File: src/rtl/uart_pkg.sv
//==============================================================================
// Module      : uart_pkg
// Description : Shared state encoding and default word width for the UART
//               transmit arbiter.
// Revision    : 1.0 - initial release
//==============================================================================
`default_nettype none

package uart_pkg;

    typedef enum logic [1:0] {
        IDLE  = 2'b00,
        LOAD  = 2'b01,
        START = 2'b10,
        WAIT  = 2'b11
    } state_t;

    localparam int c_DATA_W_DEFAULT = 8;

endpackage

`default_nettype wire

File: src/rtl/rr_pick.sv
//==============================================================================
// Module      : rr_pick
// Description : Combinational rotating-priority search. Returns the first set
//               request bit at or above rr_ptr, wrapping past N_REQ-1 to 0.
// Revision    : 1.0 - initial release
//==============================================================================
`default_nettype none

module rr_pick
    import uart_pkg::*;
#(
    parameter int N_REQ = 4,
    parameter int PTR_W = $clog2(N_REQ)
) (
    input  logic [N_REQ-1:0] req,
    input  logic [PTR_W-1:0] rr_ptr,
    output logic             found,
    output logic [PTR_W-1:0] idx
);

    // Scan from the farthest offset down so the nearest hit overwrites last.
    always_comb begin
        found = |req;
        idx   = '0;
        for (int k = N_REQ - 1; k >= 0; k--) begin
            if (req[(int'(rr_ptr) + k) % N_REQ]) begin
                idx = PTR_W'((int'(rr_ptr) + k) % N_REQ);
            end
        end
    end

endmodule

`default_nettype wire

File: src/rtl/uart_tx_arbiter.sv
//==============================================================================
// Module      : uart_tx_arbiter
// Description : Round-robin arbiter handing one requester word at a time to a
//               UART transmitter. Optional WAIT timeout: UART_ARB_TIMEOUT_EN.
// Revision    : 1.0 - initial release
//==============================================================================
`default_nettype none

module uart_tx_arbiter
    import uart_pkg::*;
#(
    parameter int N_REQ       = 4,
    parameter int DATA_W      = c_DATA_W_DEFAULT,
    parameter int TIMEOUT_CYC = 4096
) (
    input  logic                       clk,
    input  logic                       rst,
    input  logic [N_REQ-1:0]           req,
    input  logic [N_REQ*DATA_W-1:0]    req_data,
    output logic [N_REQ-1:0]           grant,
    output logic [DATA_W-1:0]          tx_data,
    output logic                       tx_start,
    input  logic                       tx_done,
    output logic                       busy,
    output logic [$clog2(N_REQ)-1:0]   owner,
    output logic                       timeout_err
);

    localparam int c_PTR_W = $clog2(N_REQ);

    state_t               r_state;
    state_t               w_state_nxt;
    logic [c_PTR_W-1:0]   r_rr_ptr;
    logic [c_PTR_W-1:0]   r_owner;
    logic [DATA_W-1:0]    r_tx_data;
    logic [c_PTR_W-1:0]   w_idx;
    logic [c_PTR_W-1:0]   w_owner_inc;
    logic                 w_found;
    logic                 w_capture;
    logic                 w_advance;
    logic                 w_wait_expired;

    rr_pick #(
        .N_REQ (N_REQ),
        .PTR_W (c_PTR_W)
    ) u_rr_pick (
        .req    (req),
        .rr_ptr (r_rr_ptr),
        .found  (w_found),
        .idx    (w_idx)
    );

    assign w_owner_inc = (r_owner == c_PTR_W'(N_REQ - 1)) ? '0 : r_owner + 1'b1;

    always_ff @(posedge clk or negedge rst) begin
        if (!rst) begin
            r_state <= IDLE;
        end else begin
            r_state <= w_state_nxt;
        end
    end

    always_comb begin
        w_state_nxt = r_state;
        w_capture   = 1'b0;
        w_advance   = 1'b0;
        grant       = '0;
        tx_start    = 1'b0;
        busy        = (r_state != IDLE);
        case (r_state)
            IDLE: begin
                if (w_found) begin
                    w_state_nxt = LOAD;
                    w_capture   = 1'b1;
                end
            end
            LOAD: begin
                grant[r_owner] = 1'b1;
                w_state_nxt    = START;
            end
            START: begin
                tx_start    = 1'b1;
                w_state_nxt = WAIT;
            end
            WAIT: begin
                // A timeout releases the channel exactly like a completion.
                if (tx_done || w_wait_expired) begin
                    w_state_nxt = IDLE;
                    w_advance   = 1'b1;
                end
            end
            default: w_state_nxt = IDLE;
        endcase
    end

    always_ff @(posedge clk or negedge rst) begin
        if (!rst) begin
            r_rr_ptr  <= '0;
            r_owner   <= '0;
            r_tx_data <= '0;
        end else begin
            if (w_capture) begin
                r_owner   <= w_idx;
                r_tx_data <= req_data[int'(w_idx)*DATA_W +: DATA_W];
            end
            if (w_advance) begin
                r_rr_ptr <= w_owner_inc;
            end
        end
    end

    assign tx_data = r_tx_data;
    assign owner   = r_owner;

`ifdef UART_ARB_TIMEOUT_EN
    localparam int c_CNT_W = $clog2(TIMEOUT_CYC + 1);

    logic [c_CNT_W-1:0] r_wait_cnt;
    logic               r_timeout_err;

    // Counter holds the index of the current WAIT cycle; tx_done wins a tie.
    assign w_wait_expired = (r_state == WAIT) && (r_wait_cnt == c_CNT_W'(TIMEOUT_CYC - 1));

    always_ff @(posedge clk or negedge rst) begin
        if (!rst) begin
            r_wait_cnt    <= '0;
            r_timeout_err <= 1'b0;
        end else begin
            r_timeout_err <= w_wait_expired && !tx_done;
            if (r_state == START) begin
                r_wait_cnt <= '0;
            end else if (r_state == WAIT) begin
                r_wait_cnt <= r_wait_cnt + 1'b1;
            end
        end
    end

    assign timeout_err = r_timeout_err;
`else
    assign w_wait_expired = 1'b0;
    assign timeout_err    = 1'b0;
`endif

endmodule

`default_nettype wire

File: config.mk
export PLATFORM = sky130hd
export DESIGN_NAME = uart_tx_arbiter
export DESIGN_NICKNAME = d
export VERILOG_FILES = /design/src/rtl/uart_pkg.sv /design/src/rtl/rr_pick.sv /design/src/rtl/uart_tx_arbiter.sv
export SDC_FILE = /design/constraint.sdc
export NUM_CORES = 1
export LEC_CHECK = 0
export CORE_UTILIZATION = 38
export CTS_BUF_LIST = sky130_fd_sc_hd__clkbuf_16
export DETAILED_ROUTE_END_ITERATION = 6
export GPL_ROUTABILITY_DRIVEN = 0
export PLACE_DENSITY = 0.79
export SLEW_MARGIN = 25
export SYNTH_ARGS = -nofsm -noshare
export SYNTH_HDL_FRONTEND = slang
export SYNTH_HIERARCHICAL = 1
export SYNTH_SLANG_ARGS = --single-unit
File: constraint.sdc
create_clock -name clk -period 2.11 [get_ports clk]
set_input_delay 0.211 -clock clk [delete_from_list [all_inputs] [get_ports clk]]
set_output_delay 0.211 -clock clk [all_outputs]
set_load 0.03 [all_outputs]
After elaboration in Yosys (flattened, before gate mapping). Cells that the tools add are included.

Reduce and logical (&&, ||, !) cells: 8. Order comparisons: 6. Shift operators: 1. Add/subtract/negate cells: 4. Multiplexer cells: 27. Bitwise logic cells: 3. Equality and inequality tests: 6.

Operators by type and width (count): $shiftx A32 B6 Y8 (1); $mux W2 (7); $mux W1 (13); $lt A3 B4 Y1 const B (3); $bmux W1 S2 (4); $pmux W2 S4 (1); $eq A2 B2 Y1 const B (3); $lt A2 B3 Y1 const B (2); $reduce_or A2 Y1 (3); $add A2 B1 Y2 const B (2); $add A2 B2 Y2 const B (2); $mux W4 (1); $reduce_or A4 Y1 (1); $and A1 B1 Y1 const A (3); $demux W1 S2 (1); $eq A2 B1 Y1 const B (1); $ge A2 B1 Y1 const B (1); $logic_not A2 Y1 (1); $ne A2 B1 Y1 const B (1); $ne A2 B2 Y1 const B (1); $reduce_and A2 Y1 (1); $reduce_bool A2 Y1 (1); $logic_and A1 B1 Y1 (1).

Word-level logic and storage cells: 59. Output and inout port bits: 17. Flip-flop bits (word level): 14. Input port bits: 39.

Depth between registers and ports, before layout. Gate-level depths: netlist of the first run.

Depth after elaboration: 11. Mapped depth: 7. Gate-level depth less buffers: 5.

Modules after synthesis. Netlist of the first run, hierarchy kept.

Modules (own cells, without submodules): uart_tx_arbiter (area an instance 924.6 um^2, sequential area each 350.3 um^2, cells each 85, times used 1); rr_pick (area an instance 77.6 um^2, sequential area each 0.0 um^2, cells each 13, times used 1).

Least setup slack after synthesis of the first run. No wires, ideal clock.

Path kind: flip-flop to flip-flop. Start point: register r_rr_ptr[1]. End point: register r_tx_data[2] (netlist: tx_data[2]). Setup slack: 615 ps. Data arrival time: 1358 ps. Buffers on the path: 2. Clock period less this slack: 1495 ps. Library setup time: 137 ps. Cell stages (with the launch flop): 8. Required time: 1973 ps. Cell sequence: dfrtp_1 > nor3b_1 > a211oi_1 > nor2_1 > buf_4 > buf_8 > mux2i_1 > o221ai_2.

Longest elaborated chain between the ends: 9. Elaborated cells between the ends (all ways): 19. Classes of those cells: 3 x add/sub; 1 x shift; 15 x mux.

RTL lines: start, declared (line uart_tx_arbiter.sv:33) `logic [c_PTR_W-1:0] r_rr_ptr;`; start signal, assigned (line uart_tx_arbiter.sv:107) `r_rr_ptr <= w_owner_inc;`; $add A2 B2 Y2 (line rr_pick.sv:26, rr_pick.sv:27); $bmux W1 S2 (line rr_pick.sv:26) `if (req[(int'(rr_ptr) + k) % N_REQ]) begin`; $mux W1 (implied by the code) (2 in series) (line rr_pick.sv:26); $mux W2 (3 in series) (line rr_pick.sv:26); $mux W2 (*) (line rr_pick.sv:26); net w_idx[1] (line uart_tx_arbiter.sv:36) `logic [c_PTR_W-1:0] w_idx;`; $shiftx A32 B6 Y8 (*) (line uart_tx_arbiter.sv:104) `r_tx_data <= req_data[int'(w_idx)*DATA_W +: DATA_W];`; end signal, assigned (line uart_tx_arbiter.sv:104); end, declared (line uart_tx_arbiter.sv:35) `logic [DATA_W-1:0] r_tx_data;`.

The timed path passes the listed nets; every way through them passes the cells marked *. The select of a mux whose other input is x is not followed. A chain may end at the register's enable or synchronous reset.

Worst setup path in the final report of the first run.
Start point: register r_state[1]. End point: output grant[0].

Longest elaborated chain between the ends: 2.

RTL lines: start, declared (line uart_tx_arbiter.sv:31) `state_t r_state;`; start signal, assigned (line uart_tx_arbiter.sv:59) `r_state <= w_state_nxt;`; $eq A2 B1 Y1 (line uart_tx_arbiter.sv:70) `case (r_state)`; $mux W4 (line uart_tx_arbiter.sv:70); end, declared (line uart_tx_arbiter.sv:20) `output logic [N_REQ-1:0] grant,`.

Every way passes these cells.

==> impl_metrics.py, run 1 <==
metrics = {
    "route": {
        "wl_per_cell_um": 14.9,
        "routed_wl_um": 2730,
        "dr.pass1.iters": 4,
        "remaining_drc_errors": 0,
        "antenna_left": 0,
        "vias": 922,
        "routed_via_density": 5.04,
        "first_iter_violations": 10,
    },
    "sta": {
        "hold_slack_ns": 0.392,
        "hold_violations": 0,
        "min_period_over_period_pct": 93.3,
        "final_max_slew_viol_count": 0,
        "fmax_ghz": 0.508,
        "finalSetupViolations": 0,
        "rsz0062_at_grt": "false",
        "setup_tns_ns": 0,
        "fin_ws_ns": 0.141,
        "fin_crit_ns": 1.97,
        "timing.slew.headroom_pct": 53.9,
        "finalClockSkew_ns": 0.000679,
        "worst_slew_pin_slew_ns": 0.689,
    },
    "die": {
        "die_h_um": 53.4,
        "row_count": 18,
        "core-area_sq_um": 2480,
        "die_x_um": 53.4,
        "design.die.area_sq_um": 2850,
        "ios": 56,
        "start_util_pct": 40.5,
    },
    "finish": {
        "final_cells": 183,
        "fin_util_pct": 66.6,
        "drive_gt1_share_pct": 7.19,
        "regArea_sq_um": 350,
        "final.fill_count": 225,
        "diodes": 0,
        "layout_common_cells": "clkdlybuf4s50_1 (53), mux2i_1 (18), nand2_1 (15), dfrtp_1 (14), ha_1 (9)",
        "multi_input_area_sq_um": 586,
        "fin_area_sq_um": 1650,
        "final_common_cell": "clkdlybuf4s50_1",
        "syn_to_final_growth_pct": 64.5,
        "nNetsFinal": 203,
    },
    "clocking": {
        "cts.sinks": 14,
        "worstSkewPairLatency_ns": 0.24,
        "cts_setup_buffers": 0,
        "cts-root-buf": "clkbuf_16",
        "cts_tree": "done",
        "cts.htree.levels": 1,
        "clk_pin_slew_worst_paths_ns": 0.05,
        "clockBufferDepth": 2,
        "numCtsBuffers": 3,
    },
    "synthesis": {
        "syn_area_sq_um": 1000,
        "synthDistinctLibCells": 25,
        "ys_warn_count": 6,
        "synthesis.instances": 98,
        "syn_avg_cell_area_sq_um": 10.2,
        "syn-num-nets": 146,
        "synth-seq-cells": 14,
        "ys_seq_area_share_pct": 35.0,
    },
    "placement": {
        "placed_area_sq_um": 1570,
        "dp_slack_ns": 0.139,
        "io_buffers": 54,
        "dp_cells": 180,
        "hpwl_um": 2200,
    },
    "job": {
        "drv_cap": 0,
    },
    "global_route": {
        "overflow": 0,
        "antenna_found_initial": 0,
        "grt_pass1_vias": 932,
        "track_usage_pct": 20.8,
        "grt_max_degree": 15,
        "grt_pass1_wl_um": 4130,
    },
    "critical_path": {
        "cp.arrival_ns": 1.76,
        "crit_fanout": 4,
        "crit_required_ns": 1.90,
        "crit_path_start_kind": "register",
        "cp_cell_sequence": "inv_1, ha_1, and2_1, clkdlybuf4s50_1",
        "path_delay_family": "buffers and inverters",
        "worst_setup_path_end_kind": "primary output",
        "crit_slowest_cell": "clkdlybuf4s50_1",
        "path_class": "register to primary output",
        "slowest_delay_ns": 0.66,
        "path_buf_inv": 2,
    },
    "hold_path": {
        "hp-class": "primary input to asynchronous set/reset pin",
    },
    "power": {
        "ir_drop_uv": 958,
        "p_per_area_nw_per_um2": 1320,
        "p_leak_nw": 0.742,
        "p_total_mw": 2.18,
    },
    "run_status": {
        "outcome": "finished clean",
    },
}
-- repair_timing --
action | in CTS | in global routing
endpoints found under the setup margin | 0 | 1
resized for setup | 0 | 1
hold buffers | 0 | 0
-- report_power, final --
group	internal, mW	leakage, nW	switching (mW)
logic	0.602	0.533	0.707
registers	0.406	0.172	0.112
clock network	0.248	0.0370	0.105
-- registers in the layout (all words and copies together) (netlist names) --
signal    flops
tx_data       8
owner         2
r_rr_ptr      2
r_state       2
-- cells by family (layout without fill, tap and decap cells) --
family | Yosys count | after routing | synth area share, %
flip-flops | 14 | 14 | 35.0
adder cells (fa/ha/maj) | 9 | 9 | 11.2
other | 1 | 1 | 0.374
multiplexers | 21 | 21 | 21.3
buffers and inverters | 11 | 66 | 6.86
AO/OA/AOI/OAI | 13 | 13 | 12.1
AND/OR/NAND/NOR | 29 | 29 | 13.1
-- routing by layer --
metal | part of all wire (%) | global-route usage, % | wire [um]
met1 | 42 | 23.5 | 1140
met2 | 54 | 38.1 | 1470
met3 | 3.6 | 4.60 | 99
met4 | 0.88 | 6.14 | 24
met5 | 0 | 0 | 0
-- area by class of cell --
| cell class | instances | share of cell area, % |
|---|---|---|
| Inverter | 6 | 1.37 |
| Sequential cell | 14 | 21.2 |
| Clock buffer | 3 | 4.55 |
| Multi-Input combinational cell | 73 | 35.5 |
| Timing Repair Buffer | 57 | 35.1 |
| Tap cell | 30 | 2.28 |
-- Yosys cell counts --
library cell	n	share of area (%)
a211oi_1	1	0.75
a211oi_2	1	1.2
a21oi_1	1	0.50
and2_1	4	2.5
buf_2	1	0.50
buf_4	2	1.5
buf_6	1	1.1
buf_8	1	1.5
conb_1	1	0.37
dfrtp_1	14	35
ha_1	9	11
inv_1	5	1.9
inv_2	1	0.37
mux2_1	3	3.4
mux2i_1	18	18
nand2_1	15	5.6
nand2b_1	2	1.2
nand3_1	1	0.50
nor2_1	5	1.9
nor3b_1	1	0.75
o221ai_1	7	6.1
o221ai_2	1	1.5
o22ai_2	1	1.2
o31ai_1	1	0.75
or2_1	1	0.62
-- worst paths after layout --
check	slack (ns)	cells past startpoint	end	start
max	0.14	4	grant[0]	r_state[1]
min	0.39	1	tx_data[7]	rst
max reg2reg	0.38	6	tx_data[4]	r_rr_ptr[1]
min reg2reg	0.50	2	tx_data[5]	tx_data[5]
max in group asynchronous	1.28	1	r_rr_ptr[0]	rst
min in group clk	0.50	2	tx_data[5]	tx_data[5]
No activity file was read; power rests on OpenSTA's default activity.
==> run 2: changes to the inputs <==
Settings changed: GPL_ROUTABILITY_DRIVEN 0 to not set.
==> results of run 2 <==
No change in the layout: final DEF, timing and power equal those of run 1.
==> run 3: changes to the inputs <==
Settings changed: CORE_UTILIZATION 38 to 34, PLACE_DENSITY 0.79 to 0.75.
Clock period 2.11 ns to 1.6 ns, I/O delays scaled along.
==> run 3 against run 2 <==
Die area increased by 11%. First-iteration DRC count increased by 110%. Global-route usage decreased by 4.3 points. Sequential power increased by 33%. Clock power increased by 30%. Largest power group unchanged. Routed wire length decreased by 8.0%. Critical path depth decreased by 3. Utilization decreased by 5.7 points. Worst hold slack got worse by 0.082 ns. Critical path type unchanged.
==> impl_metrics.py, run 3 (synthesized netlist as in run 1, its figures left out) <==
metrics = {
    "critical_path": {
        "path_class": "register to primary output",
        "cp.arrival_ns": 1.39,
        "r2r_end": "tx_data[7]",
        "path_buf_inv": 1,
        "crit_fanout": 6,
        "cp_cell_sequence": "clkdlybuf4s50_1",
        "crit_required_ns": 1.44,
        "worst_setup_path_end_kind": "primary output",
        "path_delay_family": "buffers and inverters",
        "r2r_slack_ns": 0.06,
        "worstSetupPathDepth": 1,
        "slowest_delay_ns": 0.71,
        "crit_slowest_cell": "clkdlybuf4s50_1",
        "timing.rr.start": "r_rr_ptr[1]",
        "crit_path_start_kind": "register",
        "rr_worst_depth": 6,
    },
    "die": {
        "die_h_um": 56.3,
        "row_count": 19,
        "ios": 56,
        "start_util_pct": 36.0,
        "core-area_sq_um": 2780,
        "design.die.area_sq_um": 3170,
        "die_x_um": 56.3,
    },
    "clocking": {
        "worstSkewPairLatency_ns": 0.24,
        "clockBufferDepth": 2,
        "numCtsBuffers": 3,
        "cts_setup_buffers": 0,
        "holdBufCountCts": 0,
        "clk_pin_slew_worst_paths_ns": 0.04,
        "cts.sinks": 14,
        "cts-root-buf": "clkbuf_16",
        "cts_tree": "done",
        "cts.htree.levels": 1,
    },
    "sta": {
        "rsz0062_at_grt": "true",
        "min_period_over_period_pct": 96.7,
        "hold_violations": 0,
        "worst_slew_pin_slew_ns": 0.610,
        "finalSetupViolations": 0,
        "final_max_slew_viol_count": 0,
        "fmax_ghz": 0.647,
        "finalClockSkew_ns": 0.00244,
        "fin_ws_ns": 0.0534,
        "timing.slew.headroom_pct": 59.2,
        "hold_slack_ns": 0.310,
        "fin_crit_ns": 1.55,
    },
    "run_status": {
        "outcome": "finished clean",
    },
    "finish": {
        "nNetsFinal": 209,
        "final.fill_count": 241,
        "diodes": 0,
        "multi_input_area_sq_um": 602,
        "fin_area_sq_um": 1690,
        "largest_register_ffs": 8,
        "regArea_sq_um": 352,
        "drive_gt1_share_pct": 16.3,
        "layout_common_cells": "clkdlybuf4s50_1 (48), mux2i_1 (17), nand2_1 (15), dfrtp_1 (13), buf_4 (12)",
        "syn_to_final_growth_pct": 69.0,
        "final_common_cell": "clkdlybuf4s50_1",
    },
    "hold_path": {
        "hp-class": "primary input to asynchronous set/reset pin",
    },
    "route": {
        "routed_wl_um": 2520,
        "routed_via_density": 4.94,
        "antenna_left": 0,
        "dr.pass1.iters": 4,
        "vias": 943,
        "wl_per_cell_um": 13.2,
        "remaining_drc_errors": 0,
        "first_iter_violations": 21,
    },
    "power": {
        "sw_frac_of_total_pct": 41.6,
        "ir_drop_uv": 967,
        "p_per_area_nw_per_um2": 1720,
        "p_total_mw": 2.92,
        "p_int_mw": 1.70,
        "comb_power_share_pct": 60.6,
        "seq_power_share_pct": 23.7,
        "p_switching_mw": 1.21,
        "p_clk_share_pct": 15.7,
        "p_leak_nw": 0.765,
    },
    "global_route": {
        "grt_max_degree": 15,
        "antenna_found_initial": 0,
        "use_met3_pct": 4.84,
        "grtUsageMet1_pct": 19.1,
        "grt_pass1_vias": 974,
        "grt_pass1_wl_um": 4140,
        "track_usage_pct": 16.5,
        "met2_usage_pct": 30.1,
        "overflow": 0,
        "top_usage_layer": "met2",
    },
    "placement": {
        "hpwl_um": 2000,
        "dp_slack_ns": -0.216,
        "placed_area_sq_um": 1600,
        "place.gp.congestion": 0.778,
        "io_buffers": 54,
    },
    "job": {
        "drv_cap": 0,
    },
}
## run 3: layout make-up
cell class / instances / share of cell area [%]
flip-flops and latches: 14 / 20.8
clock inverters: 1 / 0.222
inverters: 6 / 1.33
clock buffers: 3 / 4.43
well taps: 31 / 2.29
repair buffers: 63 / 35.5
multi-input cells: 73 / 35.5
## run 3: timing repair
item	4_1_cts	5_1_grt
endpoints found under the setup margin	3	9
resized for setup	3	6
pin swaps	0	0
## run 3: worst max-delay path by stage
stage | from | slack [ns] | end
CTS | r_rr_ptr[1] | 0.02 | tx_data[2]
floorplan | r_rr_ptr[1] | 0.11 | tx_data[2]
detailed placement | req[3] | -0.22 | tx_data[4]
global placement | req[3] | -0.15 | tx_data[4]
global route | r_rr_ptr[1] | -0.03 | tx_data[7]
finish | owner[0] | 0.05 | owner[0]
## run 3: worst register-to-register path, stage by stage (launching register included)
cell and delay [ns]:
dfrtp_2 0.45, nor3b_2 0.21, a211oi_2 0.07, nor2_2 0.13, buf_4 0.20, mux2i_1 0.23
o221ai_1 0.14
## run 3: routing by layer
layer	vias to the layer above	part of all wire [%]	routed length (um)
met2	37	51	1290
met4	0	0	0
li1	465	-	-
met1	441	42	1050
met3	0	7.0	177
met5	-	0	0
## run 3: metrics by stage
stage,cells,util (%),TNS (ns)
final,191,60.9,0
after global routing,191,60.9,-0.0488
after CTS,191,60.2,0
after detailed placement,187,57.4,-1.58
after global placement,187,57.4,-1.05
after floorplan,98,-,0
## run 3: power by group through the flow
| stage | registers, mW | logic (mW) | clock network [mW] |
|---|---|---|---|
| detailed placement | 0.682 | 1.76 | 0 |
| floorplan | 0.899 | 0.886 | 0 |
| finish | 0.690 | 1.77 | 0.458 |
| global placement | 0.677 | 1.71 | 0 |
| CTS | 0.683 | 1.76 | 0.467 |
| global route | 0.724 | 1.92 | 0.499 |
